===== src/rtl/fb_scanout_reader.sv =====
// Framebuffer scanout: walks the frame in raster order (optionally bottom-up in memory), issues
// one-cycle-latency reads and streams pixels with x/y/sof/eol sideband through a 2-entry skid FIFO.
module fb_scanout_reader #(
    parameter int unsigned H_RES  = 320,
    parameter int unsigned V_RES  = 240,
    parameter int unsigned PIX_W  = 12,
    parameter int unsigned ADDR_W = 17,
    parameter int unsigned FLIP_Y = 1
) (
    input  logic              clk,
    input  logic              rst,
    input  logic              i_start,
    output logic              o_busy,
    output logic [ADDR_W-1:0] o_fb_r_addr,
    output logic              o_fb_re,
    input  logic [PIX_W-1:0]  i_fb_r_data,
    output logic              o_pix_valid,
    input  logic              i_pix_ready,
    output logic [PIX_W-1:0]  o_pix_data,
    output logic [8:0]        o_pix_x,
    output logic [7:0]        o_pix_y,
    output logic              o_sof,
    output logic              o_eol,
    output logic              o_done
);
    localparam logic [8:0]        XLast    = 9'(H_RES - 1);
    localparam logic [7:0]        YLast    = 8'(V_RES - 1);
    localparam logic [ADDR_W-1:0] RowStep  = ADDR_W'(H_RES);
    localparam logic [ADDR_W-1:0] BaseInit = (FLIP_Y != 0) ? ADDR_W'((V_RES - 1) * H_RES) : '0;

    typedef enum logic [1:0] {
        StIdle,
        StRun,
        StDrain
    } state_e;

    typedef struct packed {
        logic [8:0] x;
        logic [7:0] y;
        logic       sof;
        logic       eol;
    } side_t;

    typedef struct packed {
        logic [PIX_W-1:0] data;
        side_t            side;
    } entry_t;

    state_e            state_q, state_d;
    logic [8:0]        x_rd_q, x_rd_d;
    logic [7:0]        y_rd_q, y_rd_d;
    logic [ADDR_W-1:0] row_base_q, row_base_d;
    side_t             side_q, side_d;
    logic              inflight_q, inflight_d;
    logic [1:0]        count_q, count_d;
    logic              rd_ptr_q, rd_ptr_d;
    logic              wr_ptr_q, wr_ptr_d;
    logic              done_q, done_d;
    entry_t            fifo_q [2];

    logic   rd_en;
    logic   [1:0] occ;
    logic   out_valid;
    logic   xfer;
    logic   last_xfer;
    logic   push;
    logic   pop;
    entry_t in_entry;
    entry_t head;

    always_comb begin
        state_d    = state_q;
        x_rd_d     = x_rd_q;
        y_rd_d     = y_rd_q;
        row_base_d = row_base_q;
        side_d     = side_q;
        done_d     = 1'b0;
        rd_en      = 1'b0;

        in_entry.data = i_fb_r_data;
        in_entry.side = side_q;

        // Pixels buffered plus the read whose data lands this cycle.
        occ       = count_q + {1'b0, inflight_q};
        out_valid = (count_q != 2'd0) || inflight_q;
        // With an empty FIFO the returning read data is presented directly.
        head      = (count_q != 2'd0) ? fifo_q[rd_ptr_q] : in_entry;
        xfer      = out_valid && i_pix_ready;
        last_xfer = xfer && (head.side.x == XLast) && (head.side.y == YLast);

        push     = inflight_q && !((count_q == 2'd0) && xfer);
        pop      = xfer && (count_q != 2'd0);
        count_d  = count_q + {1'b0, push} - {1'b0, pop};
        rd_ptr_d = rd_ptr_q ^ pop;
        wr_ptr_d = wr_ptr_q ^ push;

        unique case (state_q)
            StIdle: begin
                if (i_start) begin
                    state_d    = StRun;
                    x_rd_d     = '0;
                    y_rd_d     = '0;
                    row_base_d = BaseInit;
                end
            end
            StRun: begin
                rd_en = (occ < 2'd2) || ((occ == 2'd2) && xfer);
                if (rd_en) begin
                    side_d.x   = x_rd_q;
                    side_d.y   = y_rd_q;
                    side_d.sof = (x_rd_q == 9'd0) && (y_rd_q == 8'd0);
                    side_d.eol = (x_rd_q == XLast);
                    if (x_rd_q == XLast) begin
                        x_rd_d = '0;
                        y_rd_d = y_rd_q + 8'd1;
                        if (FLIP_Y != 0) begin
                            row_base_d = row_base_q - RowStep;
                        end else begin
                            row_base_d = row_base_q + RowStep;
                        end
                        if (y_rd_q == YLast) begin
                            state_d = StDrain;
                        end
                    end else begin
                        x_rd_d = x_rd_q + 9'd1;
                    end
                end
            end
            StDrain: begin
                if (last_xfer) begin
                    state_d = StIdle;
                    done_d  = 1'b1;
                end
            end
            default: state_d = StIdle;
        endcase

        inflight_d = rd_en;
    end

    always_ff @(posedge clk) begin
        if (rst) begin
            state_q    <= StIdle;
            x_rd_q     <= '0;
            y_rd_q     <= '0;
            row_base_q <= '0;
            side_q     <= '0;
            inflight_q <= 1'b0;
            count_q    <= '0;
            rd_ptr_q   <= 1'b0;
            wr_ptr_q   <= 1'b0;
            done_q     <= 1'b0;
        end else begin
            state_q    <= state_d;
            x_rd_q     <= x_rd_d;
            y_rd_q     <= y_rd_d;
            row_base_q <= row_base_d;
            side_q     <= side_d;
            inflight_q <= inflight_d;
            count_q    <= count_d;
            rd_ptr_q   <= rd_ptr_d;
            wr_ptr_q   <= wr_ptr_d;
            done_q     <= done_d;
        end
    end

    // Storage needs no reset; occupancy alone decides what is valid.
    always_ff @(posedge clk) begin
        if (push) begin
            fifo_q[wr_ptr_q] <= in_entry;
        end
    end

    always_comb begin
        o_busy      = (state_q != StIdle);
        o_fb_re     = rd_en;
        o_fb_r_addr = (state_q == StRun) ? (row_base_q + ADDR_W'(x_rd_q)) : '0;
        o_pix_valid = out_valid;
        o_pix_data  = out_valid ? head.data     : '0;
        o_pix_x     = out_valid ? head.side.x   : '0;
        o_pix_y     = out_valid ? head.side.y   : '0;
        o_sof       = out_valid && head.side.sof;
        o_eol       = out_valid && head.side.eol;
        o_done      = done_q;
    end

endmodule

===== config.mk =====
export PLATFORM = sky130hd
export DESIGN_NAME = fb_scanout_reader
export DESIGN_NICKNAME = d
export VERILOG_FILES = /design/src/rtl/fb_scanout_reader.sv
export SDC_FILE = /design/constraint.sdc
export NUM_CORES = 1
export LEC_CHECK = 0
export CAP_MARGIN = 20
export CELL_PAD_IN_SITES_DETAIL_PLACEMENT = 0
export CELL_PAD_IN_SITES_GLOBAL_PLACEMENT = 1
export CORE_MARGIN = 5
export CORE_UTILIZATION = 47
export CTS_BUF_LIST = sky130_fd_sc_hd__clkbuf_16
export CTS_CLUSTER_SIZE = 30
export DETAILED_ROUTE_END_ITERATION = 10
export PLACE_DENSITY = 0.85
export SLEW_MARGIN = 20
export SYNTH_ARGS = -nofsm -noshare
export SYNTH_HDL_FRONTEND = slang
export SYNTH_SLANG_ARGS = --single-unit

===== constraint.sdc =====
create_clock -name clk -period 6.7 [get_ports clk]
set_input_delay 0.67 -clock clk [delete_from_list [all_inputs] [get_ports clk]]
set_output_delay 0.67 -clock clk [all_outputs]
set_load 0.01 [all_outputs]

Word level (Yosys, flattened, before mapping)
Memory sizes are Yosys's and may differ from the RTL's. A register that Yosys moved wholly into a read port is not among the register bits.
Cells that the tools add are included.
{"block": "totals", "ff_bits": 61, "ramBits": 62, "in_bits": 16, "out_inout_bits": 52, "elab_cells": 90, "n_memories": 1}
{"name": "fifo_q", "words": 2, "word_bits": 31, "rd": 1, "rd_ports_with_merged_regs": 1, "write_ports": 1, "line": "59", "text": "entry_t fifo_q [2];"}
{"block": "classes", "add_sub_neg": 7, "magnitude_cmp": 1, "n_eq_ne": 12, "n_mux": 28, "bitwise_logic": 3, "n_reduce_logical": 25}
{"cell": "$mux W17", "n": 4}
{"cell": "$mux W9", "n": 4}
{"cell": "$pmux W17 S2", "n": 1}
{"cell": "$mux W8", "n": 4}
{"cell": "$mux W31", "n": 1}
{"cell": "$eq A9 B9 Y1 const B", "n": 2}
{"cell": "$pmux W9 S2", "n": 1}
{"cell": "$add A17 B9 Y17", "n": 1}
{"cell": "$sub A17 B9 Y17 const B", "n": 1}
{"cell": "$eq A8 B8 Y1 const B", "n": 2}
{"cell": "$pmux W8 S2", "n": 1}
{"cell": "$mux W12", "n": 1}
{"cell": "$logic_and A1 B1 Y1", "n": 10}
{"cell": "$mux W2", "n": 5}
{"cell": "$ne A2 B2 Y1 const B", "n": 5}
{"cell": "$add A9 B1 Y9 const B", "n": 1}
{"cell": "$logic_not A9 Y1", "n": 1}
{"cell": "$add A8 B1 Y8 const B", "n": 1}
{"cell": "$logic_not A8 Y1", "n": 1}
{"cell": "$pmux W2 S3", "n": 1}
{"cell": "$reduce_bool A2 Y1", "n": 3}
{"cell": "$mux W1", "n": 5}
{"cell": "$reduce_and A5 Y1", "n": 1}
{"cell": "$add A2 B1 Y2", "n": 2}
{"cell": "other kinds (13)", "n": 17}

Depth between registers and ports, before layout
{"block": "depth", "depth_word": 8, "mapped_depth": 10, "ltp_nobuf": 8}

Worst setup path after synthesis
OpenSTA, ideal clock, no wires.
{"block": "synth_timing", "path_type": "reg2out", "from": "register x_rd_q[7]", "to": "output port o_fb_r_addr[10]", "t_arrival_ns": 1.719, "t_required_ns": 6.030, "setup_slack_ns": 4.311, "path_stages_with_launch": 7, "path_buffers": 0, "cell_sequence": "dfxtp_1 -> ha_1 -> a21o_1 -> a21oi_1 -> a21boi_0 -> xnor2_1 -> nor2_1"}
{"block": "synth_between", "elab_chain_cells": 2}
{"element": "from (decl)", "line": "50", "text": "logic [8:0] x_rd_q, x_rd_d;"}
{"element": "from (signal assigned)", "line": "155", "text": "x_rd_q <= x_rd_d;"}
{"element": "$add A17 B9 Y17", "line": "177", "text": "o_fb_r_addr = (state_q == StRun) ? (row_base_q + ADDR_W'(x_rd_q)) : '0;"}
{"element": "$mux W17", "line": "177"}
{"element": "to (decl)", "line": "14", "text": "output logic [ADDR_W-1:0] o_fb_r_addr,"}
No other way between the ends.

Final worst setup path
{"block": "layout_timing", "from": "input port i_pix_ready", "to": "output port o_fb_re"}
{"block": "layout_between", "elab_chain_cells": 4}
{"element": "from (decl)", "line": "18", "text": "input logic i_pix_ready,"}
{"element": "$logic_and A1 B1 Y1", "line": "88", "text": "xfer = out_valid && i_pix_ready;"}
{"element": "$logic_and A1 B1 Y1", "line": "107", "text": "rd_en = (occ < 2'd2) || ((occ == 2'd2) && xfer);"}
{"element": "$logic_or A1 B1 Y1", "line": "107"}
{"element": "$mux W1", "line": "97", "text": "unique case (state_q)"}
{"element": "to (decl)", "line": "15", "text": "output logic o_fb_re,"}
No other way between the ends.

==> impl_metrics.json <==
{
  "worst_skew_pair_latency_ns": 0.41,
  "buffer_type_at_the_clock_tree_root": "sky130_fd_sc_hd__clkbuf_16",
  "grt_antenna_before_repair": 0,
  "final.setup_skew_ns": 0.00796,
  "power_leakage_nw": 2.46,
  "drt.antenna.violating_nets": 0,
  "critical_path.startpoint_type": "input pin",
  "timing.final.max_slew_violations": 0,
  "finalInstanceArea_mm2": 0.00705,
  "timing.hold.worst.class": "reg -> reg",
  "ys_warn_count": 0,
  "area_delta_synth_final_pct": 24.2,
  "switching_share": 0.303,
  "place.detailed.hpwl_um": 8640,
  "setup_tns_ns": 0,
  "pin_count_of_the_biggest_net_entering_global_routing": 48,
  "hold_viol_final": 0,
  "synth.net_count": 580,
  "combinational_fraction_of_design_power": 0.287,
  "tritoncts": "done",
  "power.ir.vdd_worst_mv": 0.166,
  "endpoint_kind": "output port",
  "power_switching_mw": 0.745,
  "critical_path_arrival_ns": 3.55,
  "status": "complete, no violations",
  "yosys.cell_types.count": 57,
  "drv.max_cap_violation_count": 0,
  "routed_wirelength_um": 13100,
  "port_buffer_count": 67,
  "global_route.overflow_total": 0,
  "post_synth.cell_area_avg_um2": 10.3,
  "die_area_mm2": 0.0144,
  "clockBufferDepth": 2,
  "numClockSinks": 117,
  "share_clk_of_total_power": 0.361,
  "holdWs_ns": 0.487,
  "synth.ff_latch_count": 117,
  "ios": 68,
  "numCtsBuffers": 17,
  "detail_route.drc_violations": 0,
  "timing.critical_path.fanout_max": 15,
  "clock_pin_slew_worst_setup_and_hold_paths_ns": 0.05,
  "synth_flop_cell": "sky130_fd_sc_hd__edfxtp_1",
  "synthesis.area_mm2": 0.00567,
  "synthDominantCellAreaShare": 0.328,
  "worstPathRequired_ns": 6.03,
  "route.detailed.wl_per_inst_um": 17.1,
  "placeableCoreArea_mm2": 0.0119,
  "finalCritPeriodShare": 0.629,
  "dr.first_iter.drc_count": 383,
  "postSynthCellCount": 550,
  "die-height_um": 120,
  "setup_repair_after_global_routing_missed_its_margin": "no",
  "cts_resized": 0,
  "rows": 40,
  "number_of_global_route_vias_before_repair": 4327,
  "n_antenna_cell": 0,
  "synth-seq-area-share": 0.522,
  "postLayoutCoreUtil": 0.592,
  "gp_congestion": 0.790,
  "reg2reg_slack_ns": 3.85,
  "timing.max_slew.rel_slack": 0.426,
  "final_nets": 637,
  "synth_edf_count": 62,
  "cellPowerDensity_mw_per_mm2": 350,
  "share_of_layout_cells_above_drive_strength_1": 0.0790,
  "cts-htree-levels": 4,
  "grtUsageTotal": 0.189,
  "p_int_mw": 1.72,
  "via_per_inst": 5.70,
  "cts-hold-fix-buffers": 0,
  "initial_core_util": 0.476,
  "cts_post_setup_buffers_inserted": 0,
  "dpl-instance-area_mm2": 0.00644,
  "share_seq_of_total_power": 0.353,
  "grt_pass1_wl_um": 21800,
  "die_w_um": 120,
  "drt-pass1-iter-count": 5,
  "critPathKind": "in -> out",
  "dr_total_vias": 4374,
  "fraction_of_synthesis_flops_using_an_asynchronous_set_or_reset_pin": 0,
  "synthTopCellsByArea": "sky130_fd_sc_hd__edfxtp_1 (33%), sky130_fd_sc_hd__dfxtp_1 (19%), sky130_fd_sc_hd__mux2i_1 (8.8%)",
  "finalWorstPathRequiredPeriod_ns": 4.22,
  "setup_violations": 0,
  "tightestPinTransition_ns": 0.858,
  "fmax_mhz": 237,
  "synth_top_area_cell": "sky130_fd_sc_hd__edfxtp_1"
}
stage by stage:
stage	power (mW)	setup slack [ns]	instances
finish	2.46	2.48	767
global route	2.58	2.31	767
CTS	2.48	2.57	767
detailed placement	1.59	2.59	735
global placement	1.58	2.67	735
floorplan	1.28	4.31	550
synth_stat cells (5+ instances only):
master,number
sky130_fd_sc_hd__dfxtp_1,55
sky130_fd_sc_hd__nand4_1,7
sky130_fd_sc_hd__buf_2,6
sky130_fd_sc_hd__xnor2_1,9
sky130_fd_sc_hd__ha_1,14
sky130_fd_sc_hd__o31ai_1,10
sky130_fd_sc_hd__a31oi_1,5
sky130_fd_sc_hd__nand3_1,37
sky130_fd_sc_hd__buf_1,6
sky130_fd_sc_hd__nor2_1,57
sky130_fd_sc_hd__inv_1,16
sky130_fd_sc_hd__nor3_1,5
sky130_fd_sc_hd__mux2i_1,50
sky130_fd_sc_hd__edfxtp_1,62
sky130_fd_sc_hd__nand2_1,19
sky130_fd_sc_hd__o21ai_0,33
sky130_fd_sc_hd__a21oi_1,36
sky130_fd_sc_hd__and3_1,5
sky130_fd_sc_hd__nor4_1,5
sky130_fd_sc_hd__clkbuf_1,22
sky130_fd_sc_hd__xor2_1,7
sky130_fd_sc_hd__or4_1,18
sky130_fd_sc_hd__or3_1,9
final timing paths:
kind                    start      endpoint  depth (start not counted)
setup / recovery  i_pix_ready       o_fb_re                          6
hold / removal    in_entry[7]  fifo_q[0][7]                          0
setup reg to reg   count_q[0]   in_entry[9]                          7
hold reg to reg   in_entry[7]  fifo_q[0][7]                          0
worst max-delay path: stages:
cell and delay (ns):
sky130_fd_sc_hd__clkdlybuf4s50_1 0.55, sky130_fd_sc_hd__nand2b_1 0.10, sky130_fd_sc_hd__o21ai_1 0.41, sky130_fd_sc_hd__nand3_1 0.73, sky130_fd_sc_hd__inv_2 0.48, sky130_fd_sc_hd__clkdlybuf4s50_1 0.61
layout make-up:
cell class,count,area [um^2]
repair buffers,73,716
flip-flops and latches,117,2970
inverters,17,63.8
clock buffers,17,425
multi-input cells,381,2530
fillers,1031,4860
well taps,147,184
clock inverters,15,164
sequential cells by signal (all words and copies together) (netlist names), 2 cells and up:
name        cells
y_rd_q          8
row_base_q     11
count_q         2
state_q         2
in_entry       19
fifo_q         62
x_rd_q          9
per-layer routing:
layer | vias up | global-route usage | part of all wire
li1 | 2162 | - | -
met1 | 2082 | 0.247 | 0.46
met2 | 116 | 0.305 | 0.48
met3 | 14 | 0.0476 | 0.048
met4 | 0 | 0.0630 | 0.014
met5 | - | 0 | 0
logic make-up (layout without fill, tap and decap cells):
group	Yosys count	in the layout	share of synthesized area
AO/OA/AOI/OAI	105	105	0.110
XOR/XNOR	16	16	0.0247
adder cells (fa/ha/maj)	14	14	0.0309
buffers and inverters	52	122	0.0359
flip-flops	117	117	0.522
multiplexers	54	54	0.0962
other	1	1	0.000661
AND/OR/NAND/NOR	191	191	0.180
layout by cell type (no fill, tap or decap), types with 4 or more instances in the layout:
cell	n
sky130_fd_sc_hd__clkdlybuf4s50_1	67
sky130_fd_sc_hd__edfxtp_1	62
sky130_fd_sc_hd__nor2_1	56
sky130_fd_sc_hd__dfxtp_1	54
sky130_fd_sc_hd__mux2i_1	50
sky130_fd_sc_hd__nand3_1	37
sky130_fd_sc_hd__a21oi_1	36
sky130_fd_sc_hd__o21ai_0	33
sky130_fd_sc_hd__nand2_1	19
sky130_fd_sc_hd__or4_1	18
sky130_fd_sc_hd__clkbuf_16	17
sky130_fd_sc_hd__inv_1	16
sky130_fd_sc_hd__ha_1	14
sky130_fd_sc_hd__o31ai_1	10
sky130_fd_sc_hd__xnor2_1	9
sky130_fd_sc_hd__or3_1	9
sky130_fd_sc_hd__xor2_1	7
sky130_fd_sc_hd__nand4_1	7
sky130_fd_sc_hd__buf_4	6
sky130_fd_sc_hd__and3_1	5
sky130_fd_sc_hd__a31oi_1	5
sky130_fd_sc_hd__nor4_1	5
sky130_fd_sc_hd__nor3_1	5
sky130_fd_sc_hd__nand3b_1	4
sky130_fd_sc_hd__mux2_2	4
sky130_fd_sc_hd__a211oi_1	4
sky130_fd_sc_hd__clkinvlp_4	4
power groups by stage:
stage	Combinational (mW)	Sequential [mW]	Clock (mW)
2_1_floorplan	0.453	0.828	0
3_3_place_gp	0.707	0.878	0
3_5_place_dp	0.713	0.881	0
4_1_cts	0.716	0.867	0.900
5_1_grt	0.771	0.876	0.935
6_report	0.706	0.868	0.888
Power figures use the tool's default switching activity.
